### config.mk
export PLATFORM = sky130hd
export DESIGN_NAME = alarm_programmer
export DESIGN_NICKNAME = d
export VERILOG_FILES = /design/src/rtl/alarm_programmer.sv
export SDC_FILE = /design/constraint.sdc
export NUM_CORES = 1
export LEC_CHECK = 0
export ABC_AREA = 1
export BUFFER_PORTS_ARGS = -buffer_cell sky130_fd_sc_hd__clkbuf_2
export CAP_MARGIN = 5
export CORE_MARGIN = 2
export CORE_UTILIZATION = 52
export DETAILED_ROUTE_END_ITERATION = 8
export GPL_TIMING_DRIVEN = 0
export PLACE_DENSITY = 0.91
export SYNTH_ARGS = -nofsm -noshare
export SYNTH_HDL_FRONTEND = slang
export SYNTH_SLANG_ARGS = --single-unit
### constraint.sdc
create_clock -name clk -period 2 [get_ports clk]
set_input_delay 0.4 -clock clk [delete_from_list [all_inputs] [get_ports clk]]
set_output_delay 0.4 -clock clk [all_outputs]
set_load 0.05 [all_outputs]
### src/rtl/alarm_programmer.sv
// Button-driven editor for the alarm matcher: edits an HH:MM BCD alarm, commits it
// with a one-cycle set_value strobe, and arms/disarms the alarm with turn_on/turn_off.
module alarm_programmer #(
    parameter int HOUR_MAX = 23,
    parameter int MIN_MAX  = 59,
    parameter int TIMEOUT  = 1000
) (
    input  logic        clk,
    input  logic        rst,
    input  logic        btn_mode,
    input  logic        btn_inc,
    input  logic        btn_alarm,
    input  logic [15:0] alarm_cur,
    input  logic        alarm_on,
    input  logic [15:0] time_in,
    output logic [15:0] value_out,
    output logic        set_value,
    output logic        turn_on,
    output logic        turn_off,
    output logic [1:0]  edit_sel
);

    typedef enum logic [1:0] {
        IDLE   = 2'd0,
        EDIT_H = 2'd1,
        EDIT_M = 2'd2,
        COMMIT = 2'd3
    } state_t;

    localparam int             TW           = (TIMEOUT > 2) ? $clog2(TIMEOUT) : 1;
    localparam logic [TW-1:0]  TIMER_LAST   = TW'(TIMEOUT - 2);
    localparam logic [7:0]     HOUR_MAX_BCD = 8'(((HOUR_MAX / 10) << 4) | (HOUR_MAX % 10));
    localparam logic [7:0]     MIN_MAX_BCD  = 8'(((MIN_MAX / 10) << 4) | (MIN_MAX % 10));

    state_t        state_q, state_d;
    logic [7:0]    edit_h_q, edit_h_d;
    logic [7:0]    edit_m_q, edit_m_d;
    logic [TW-1:0] timer_q, timer_d;
    logic          tog_on_q, tog_on_d;
    logic          tog_off_q, tog_off_d;
    logic          commit_act;

    // Two-digit BCD increment with wrap at the field's maximum value.
    function automatic logic [7:0] bcd_inc(input logic [7:0] v, input logic [7:0] max_bcd);
        logic [7:0] r;
        if (v == max_bcd) begin
            r = 8'h00;
        end else if (v[3:0] == 4'd9) begin
            r = {v[7:4] + 4'd1, 4'd0};
        end else begin
            r = {v[7:4], v[3:0] + 4'd1};
        end
        return r;
    endfunction

    always_ff @(posedge clk) begin
        if (!rst) begin
            state_q   <= IDLE;
            edit_h_q  <= 8'h00;
            edit_m_q  <= 8'h00;
            timer_q   <= '0;
            tog_on_q  <= 1'b0;
            tog_off_q <= 1'b0;
        end else begin
            state_q   <= state_d;
            edit_h_q  <= edit_h_d;
            edit_m_q  <= edit_m_d;
            timer_q   <= timer_d;
            tog_on_q  <= tog_on_d;
            tog_off_q <= tog_off_d;
        end
    end

    always_comb begin
        state_d   = state_q;
        edit_h_d  = edit_h_q;
        edit_m_d  = edit_m_q;
        timer_d   = timer_q;
        tog_on_d  = 1'b0;
        tog_off_d = 1'b0;
        case (state_q)
            IDLE: begin
                if (btn_mode) begin
                    edit_h_d = alarm_cur[15:8];
                    edit_m_d = alarm_cur[7:0];
                    timer_d  = '0;
                    state_d  = EDIT_H;
                end else if (btn_alarm) begin
                    tog_on_d  = ~alarm_on;
                    tog_off_d = alarm_on;
                end
            end
            EDIT_H: begin
                if (btn_mode) begin
                    timer_d = '0;
                    state_d = EDIT_M;
                end else if (btn_inc) begin
                    edit_h_d = bcd_inc(edit_h_q, HOUR_MAX_BCD);
                    timer_d  = '0;
                end else if (timer_q == TIMER_LAST) begin
                    // Idle too long: abandon the edit without committing.
                    timer_d = '0;
                    state_d = IDLE;
                end else begin
                    timer_d = timer_q + TW'(1);
                end
            end
            EDIT_M: begin
                if (btn_mode) begin
                    timer_d = '0;
                    state_d = COMMIT;
                end else if (btn_inc) begin
                    edit_m_d = bcd_inc(edit_m_q, MIN_MAX_BCD);
                    timer_d  = '0;
                end else if (timer_q == TIMER_LAST) begin
                    timer_d = '0;
                    state_d = IDLE;
                end else begin
                    timer_d = timer_q + TW'(1);
                end
            end
            COMMIT: begin
                state_d = IDLE;
            end
            default: begin
                state_d = IDLE;
            end
        endcase
    end

    // Strobes are masked while reset is held so a commit/toggle caught mid-reset never leaks.
    assign commit_act = (state_q == COMMIT) && rst;
    assign set_value  = commit_act;
    assign turn_on    = (tog_on_q && rst) || commit_act;
    assign turn_off   = tog_off_q && rst;
    assign value_out  = set_value ? {edit_h_q, edit_m_q} : time_in;

    always_comb begin
        case (state_q)
            EDIT_H:  edit_sel = 2'b01;
            EDIT_M:  edit_sel = 2'b10;
            default: edit_sel = 2'b00;
        endcase
    end

endmodule

==> results.md, run 1 <==
* Final max-slew violation count at 0
* Crit end category: primary output
* Run status: completed
* Final GP Congestion at 0.8827
* Clock transition at the registers of the reported paths at 0.06 ns
* DR vias at 2304
* Min-Delay Path Class: in -> reg
* CP Data Arrival Time at 1.52 ns
* Core ar. at 3971 um2
* Metal3 WL at 386 um
* Total Power at 0.002110 W
* H-tree depth at 2
* Post-Synth Adder-Cell Area at 8.245%
* Layout cells sized above 1 at 24.13%
* P_leak at 1.374 nW
* Final antenna-violating net count at 0
* Final hold viol count at 0
* Clock skew at 0.006808 ns
* Mux contribution to synthesized area at 0%
* Data required time of the worst path at 1.60 ns
* # clock sinks at 30
* Final nets at 453
* Max-cap violations at 0
* Power Density at 797.6 nW/um2
* Worst skew pair latency at 0.29 ns
* Mapped Area at 2125 um2
* Vias in the first global route at 2021
* Clock root buffer: clkbuf_8
* Distinct cell type count after synthesis at 29
* Max Root-Sink Buffers at 2
* Cells after Synth at 336
* Routed len/inst at 11.21 um
* Mean post-synth cell area at 6.323 um2
* Routed WL at 5068 um
* Worst Tran Pin Value at 0.5088 ns
* Setup WS pre-CTS at -0.03903 ns
* Startpoint types: flip-flop
* Peak VDD IR at 0.5792 mV
* Initial antenna violation count at 0
* Fmax at 520.9 MHz
* Post-DP Area at 2477 um2
* WL met2 at 2459 um
* Die footprint at 4613 um2
* Slew headroom at 66.08%
* Number of synthesized register bits at 30
* Fillers at 341
* Simple-gate share of the synthesized area at 35.98%
* Post-layout min period at 1.920 ns
* GR Overflow Total at 0
* CP max FO at 10
* Final setup vio count at 0
* Sequential area share after synthesis at 28.27%
* Design area at 2645 um2
* Area Overhead vs Synth at 24.50%
* Wl on met1 at 2158 um
* Register area at 603.1 um2
* ANT cells at 0
* Synth Area in XOR/XNOR at 3.298%
* Global-route wire length before repair at 8231 um
* Row count at 23
* CTS tree: done
* Global-route usage over all layers at 23.45%
* Post-CTS Hold Fix Bufs at 0
* Top sig layer: met4
* Synth Net Count at 388
* Period utilisation layout at 95.99%
* DRC at 0
* Cts bufs inserted at 5
* DR pass1 iterations at 4
* Initial Utilization at 53.50%
* Height of the die at 67.92 um
* Pin count of the biggest net entering global routing at 11
* CP Class: reg -> out
* Multi-input logic area at 1304 um2
* RSZ-0062 raised after global routing: false
* Initial DRC Count at 177
* Synth Area in Compound Gates at 13.84%
* Vias/cell at 5.097
* Fin worst setup slack at 0.08029 ns
* Main combinational cell family by area after synthesis: simple AND/OR/NAND/NOR gates
* Chip width at 67.92 um
* Port-buffer cells at 58
* HPWL Detailed at 3859 um
* IO Count at 59
* Syn. warnings at 0
## where the power goes
part | internal (W) | switching [W] | total [W]
Combinational | 0.000266 | 0.000491 | 0.000757
Clock | 0.000347 | 0.000224 | 0.000571
Sequential | 0.000684 | 0.0000971 | 0.000781
## kinds of logic after synthesis
kind of cell / Yosys count
AO/OA/AOI/OAI: 55
XOR/XNOR: 8
adder cells (fa/ha/maj): 14
buffers and inverters: 53
flip-flops: 30
AND/OR/NAND/NOR: 176
## cells in the mapped netlist
library cell / n / share of area [%]
o21ai_1: 5 / 1.2
a21oi_1: 17 / 4.0
o31ai_1: 1 / 0.35
a21oi_2: 1 / 0.41
clkbuf_1: 4 / 0.71
nor3_1: 3 / 0.71
ha_1: 14 / 8.2
a211oi_1: 1 / 0.35
nand4_1: 4 / 1.2
xnor2_1: 2 / 0.82
buf_6: 2 / 1.1
inv_2: 7 / 1.2
nor2_4: 2 / 1.1
dfxtp_1: 30 / 28
o21ai_0: 28 / 6.6
inv_4: 1 / 0.29
o221ai_1: 1 / 0.41
nand2_1: 91 / 16
nor2_8: 1 / 0.94
nand3_1: 21 / 4.9
nor2_1: 45 / 8.0
buf_2: 3 / 0.71
nor4_1: 2 / 0.59
nand2_4: 2 / 1.1
nor2_2: 1 / 0.29
o21bai_2: 1 / 0.53
nand2_2: 4 / 1.2
xor2_1: 6 / 2.5
inv_1: 36 / 6.4
## cell type report
type	count	share of cell area [%]
buffer	9	2.412
clock buffer	8	4.163
inverter	44	6.339
multi-input combinational	253	49.29
sequential	30	22.80
tap	50	2.365
timing repair buffer	58	12.63
## sequential cells by signal (all words and copies together), names as in the netlist
register,count
state_q,2
tog_on_q,1
tog_off_q,1
timer_q,10
edit_m_q,8
edit_h_q,8
## per-layer routing
metal	up-vias	global-route usage [%]
met5	-	0
met4	0	7.750
met3	5	5.428
met2	80	42.35
met1	1022	27.02
li1	1197	-
## what timing repair did
item	4_1_cts	5_1_grt
setup endpoints to repair	18	16
gates resized for setup	23	21
setup buffers	0	0
## stage by stage
stage | TNS (ns) | hold WS (ns) | std cells | utilization, %
detailed placement | -0.1313 | 0.5033 | 444 | 62.38
finish | 0 | 0.2934 | 452 | 66.60
CTS | 0 | 0.2825 | 452 | 66.38
floorplan | -2.891 | 0.4641 | 336 | -
global route | 0 | 0.2970 | 452 | 66.60
global placement | -0.05236 | 0.4838 | 444 | 62.38
## path summary, 6_finish.rpt
check                                start      endpoint  slack [ns]  depth (start not counted)
worst max-delay path            state_q[1]  value_out[6]        0.08                          7
worst min-delay path              alarm_on      tog_on_q        0.29                          2
worst min register to register  state_q[0]    state_q[0]        0.51                          2
worst max register to register  state_q[0]   edit_m_q[4]        0.23                         11
## placed cells by master (no fill, tap or decap)
cell type and count:
nand2_1 91, nor2_1 45, clkbuf_2 42, inv_1 35, dfxtp_1 28, o21ai_0 25
nand3_1 21, a21oi_1 17, ha_1 14, buf_4 13, inv_2 8, o21ai_1 8
clkbuf_8 8, xor2_1 6, clkbuf_4 5, nand2_2 4, nand4_1 4, buf_6 3
buf_2 3, nor3_1 3, nor2_4 2, nand2_4 2, nor4_1 2, xnor2_1 2
dfxtp_2 2, o21bai_2 1, clkbuf_1 1, a211oi_1 1, nor2_2 1, inv_4 1
a21oi_2 1, nor2_8 1, o221ai_1 1, o31ai_1 1
## critical path, cell delays in order, from the launching register on
cell      delay, ns
dfxtp_2        0.36
ha_1           0.15
nand2_1        0.09
buf_4          0.19
inv_2          0.11
nand2_1        0.06
nand2_1        0.05
clkbuf_4       0.22
Note: power is estimated with default switching activity, not from simulation.
==> inputs of run 2 (changes only) <==
--- a/config.mk
+++ b/config.mk
@@ -13,6 +13,7 @@
 export DETAILED_ROUTE_END_ITERATION = 8
 export GPL_TIMING_DRIVEN = 0
 export PLACE_DENSITY = 0.91
+export SETUP_SLACK_MARGIN = 0.3
 export SYNTH_ARGS = -nofsm -noshare
 export SYNTH_HDL_FRONTEND = slang
 export SYNTH_SLANG_ARGS = --single-unit
==> run 2 against run 1 <==
Compared with the run above:
- worst setup slack better by 0.0030 ns
- sequential power is 1% higher
- sequential share of layout area is 2.7 points lower
- design area is 15% higher
- power is 6.6% higher
- die area stayed put
- critical path type unchanged
- critical endpoint unchanged
- largest cell class unchanged
- highest routed layer unchanged
==> results.md, run 2 (synthesis results as in run 1) <==
* Largest register FFs at 10 (unchanged)
* CTS tree: done
* Data required time of the worst path at 1.60 ns (about the same)
* CP Data Arrival Time at 1.52 ns (about the same)
* Crit end category: primary output
* Max Root-Sink Buffers at 2 (unchanged)
* Layout cells sized above 1 at 33.09% (+9.0 points)
* Area Overhead vs Synth at 42.64%
* # clock sinks at 30 (unchanged)
* Startpoint types: flip-flop
* Clock skew at 0.009096 ns (+0.002287 ns)
* Vias in the first global route at 2162 (+7.0%)
* Final hold viol count at 0 (unchanged)
* Comb power frac at 42.4% (+6.5 points)
* Worst skew pair latency at 0.29 ns (about the same)
* Beginning of the worst register-to-register path: state_q[1]
* Setup WS pre-CTS at -0.04976 ns (-0.01073 ns)
* Hold wc startpoint: alarm_on
* Final setup vio count at 0 (unchanged)
* Run status: completed
* Core ar. at 3971 um2 (unchanged)
* Final nets at 465 (+2.6%)
* Period utilisation layout at 95.84% (-0.15 points)
* Design area at 3030 um2 (+15%)
* Global-route usage over all layers at 26.59% (+3.1 points)
* Fillers at 249 (-27%)
* IO Count at 59 (unchanged)
* Switching pwr at 0.0009275 W (+14%)
* Initial antenna violation count at 0 (unchanged)
* Die footprint at 4613 um2 (unchanged)
* Biggest regs: timer_q x10, edit_h_q x8, edit_m_q x8
* Chip width at 67.92 um (unchanged)
* Vias/cell at 5.573 (+9.3%)
* DRC at 0 (unchanged)
* Max-cap violations at 0 (unchanged)
* Post-CTS Hold Fix Bufs at 0 (unchanged)
* Peak VDD IR at 0.4293 mV (-26%)
* Total Power at 0.002249 W (+6.6%)
* Switching portion of total power at 41.23% (+2.7 points)
* Clock power share at 22.5% (-4.6 points)
* Worst Tran Pin Value at 0.3598 ns (-0.1490 ns)
* WL met2 at 3342 um (+36%)
* Pin count of the biggest net entering global routing at 11 (unchanged)
* H-tree depth at 2 (unchanged)
* Height of the die at 67.92 um (unchanged)
* Routed len/inst at 14.60 um (+30%)
* Row count at 23 (unchanged)
* Clock root buffer: clkbuf_8
* DR pass1 iterations at 5 (+1)
* End-of-flow core utilization at 76.31% (+9.7 points)
* Post-DP Area at 2525 um2 (+1.9%)
* Top sig layer: met4
* Most frequent cells in the layout: nand2_1, nor2_1, clkbuf_2
* Min-Delay Path Class: in -> reg
* Global-route wire length before repair at 9308 um (+13%)
* CP delay by family, top: buffers and inverters
* P_leak at 1.502 nW (+9.3%)
* Slew headroom at 75.93% (+9.8 points)
* Reg power frac at 35.1% (-1.9 points)
* Cts bufs inserted at 5 (unchanged)
* RSZ-0062 raised after global routing: true
* Worst path buffer plus inverter count at 3 (unchanged)
* GR Overflow Total at 0 (unchanged)
* Most frequent CP cell: nand2_4
* Final antenna-violating net count at 0 (unchanged)
* Initial Utilization at 53.50% (unchanged)
* Post-layout min period at 1.917 ns (-0.002992 ns)
* Critical Path Source: state_q[0]
* CP Class: reg -> out
* Internal power at 0.001322 W (+1.9%)
* Port-buffer cells at 58 (unchanged)
* Commonest non-fill, non-tap cell in the layout: nand2_1
* Power Density at 742.3 nW/um2 (-6.9%)
* Final GP Congestion at 0.9026 (+2.3%)
* Routed WL at 6774 um (+34%)
* Wl on met1 at 2559 um (+19%)
* Fin worst setup slack at 0.08328 ns (+0.002992 ns)
* Initial DRC Count at 273 (+54%)
* Clock transition at the registers of the reported paths at 0.07 ns (about the same)
* Cell breakdown of the critical path: ha_4, nand2_4, buf_8, clkinvlp_4, nand2_2, nand2_4, clkbuf_16
* Fmax at 521.7 MHz (+0.16%)
* ANT cells at 0 (unchanged)
* CP peak stage delay at 0.36 ns (about the same)
* HPWL Detailed at 3981 um (+3.2%)
* DR vias at 2586 (+12%)
* CP max FO at 5 (-5)
* Biggest register: timer_q
* CP max-delay cell: dfxtp_4
* Metal3 WL at 665 um (+72%)
* Final max-slew violation count at 0 (unchanged)
-- run 2: cell type report --
type / instances / area [um2] / share of cell area (%)
Timing Repair Buffer: 70 / 551.8 / 18.21
Clock buffer: 7 / 86.33 / 2.849
Inverter: 44 / 173.9 / 5.739
Clock inverter: 1 / 5.005 / 0.1652
Tap cell: 50 / 62.56 / 2.064
Buffer: 9 / 78.83 / 2.601
Sequential cell: 30 / 608.1 / 20.07
Multi-Input combinational cell: 253 / 1464 / 48.31
-- run 2: power by group through the flow --
| stage | Combinational [W] | Clock [W] | Sequential (W) |
|---|---|---|---|
| floorplan | 0.000595 | 0 | 0.000769 |
| global placement | 0.000732 | 0 | 0.000789 |
| detailed placement | 0.000752 | 0 | 0.000796 |
| CTS | 0.000821 | 0.000516 | 0.000782 |
| global route | 0.00104 | 0.000546 | 0.000798 |
| finish | 0.000955 | 0.000505 | 0.000789 |
-- run 2: timing repair --
action | in CTS | in global routing
resized for setup | 58 | 35
gates cloned | 1 | 1
pin swaps | 5 | 5
endpoints found under the setup margin | 28 | 41
setup buffers | 4 | 6
-- run 2: per-stage QoR --
step / setup TNS, ns / hold slack (ns) / instances
6_report: 0 / 0.2910 / 464
5_1_grt: 0 / 0.2871 / 464
4_1_cts: 0 / 0.2866 / 457
3_5_place_dp: -0.1175 / 0.4900 / 444
3_3_place_gp: 0 / 0.4823 / 444
2_1_floorplan: 0 / 0.4641 / 336
-- run 2: worst paths after layout --
path                   to  slack, ns  cells after the start
max reg2reg   edit_h_q[4]       0.32                     12
min reg2reg    timer_q[0]       0.50                      2
min              tog_on_q       0.29                      2
max          value_out[6]       0.08                      7
-- run 2: metal layers --
| metal | track usage (%) | up-vias |
|---|---|---|
| met2 | 50.00 | 159 |
| met1 | 28.46 | 1181 |
| met5 | 0 | - |
| met3 | 6.086 | 22 |
| met4 | 10.25 | 0 |
| li1 | - | 1224 |
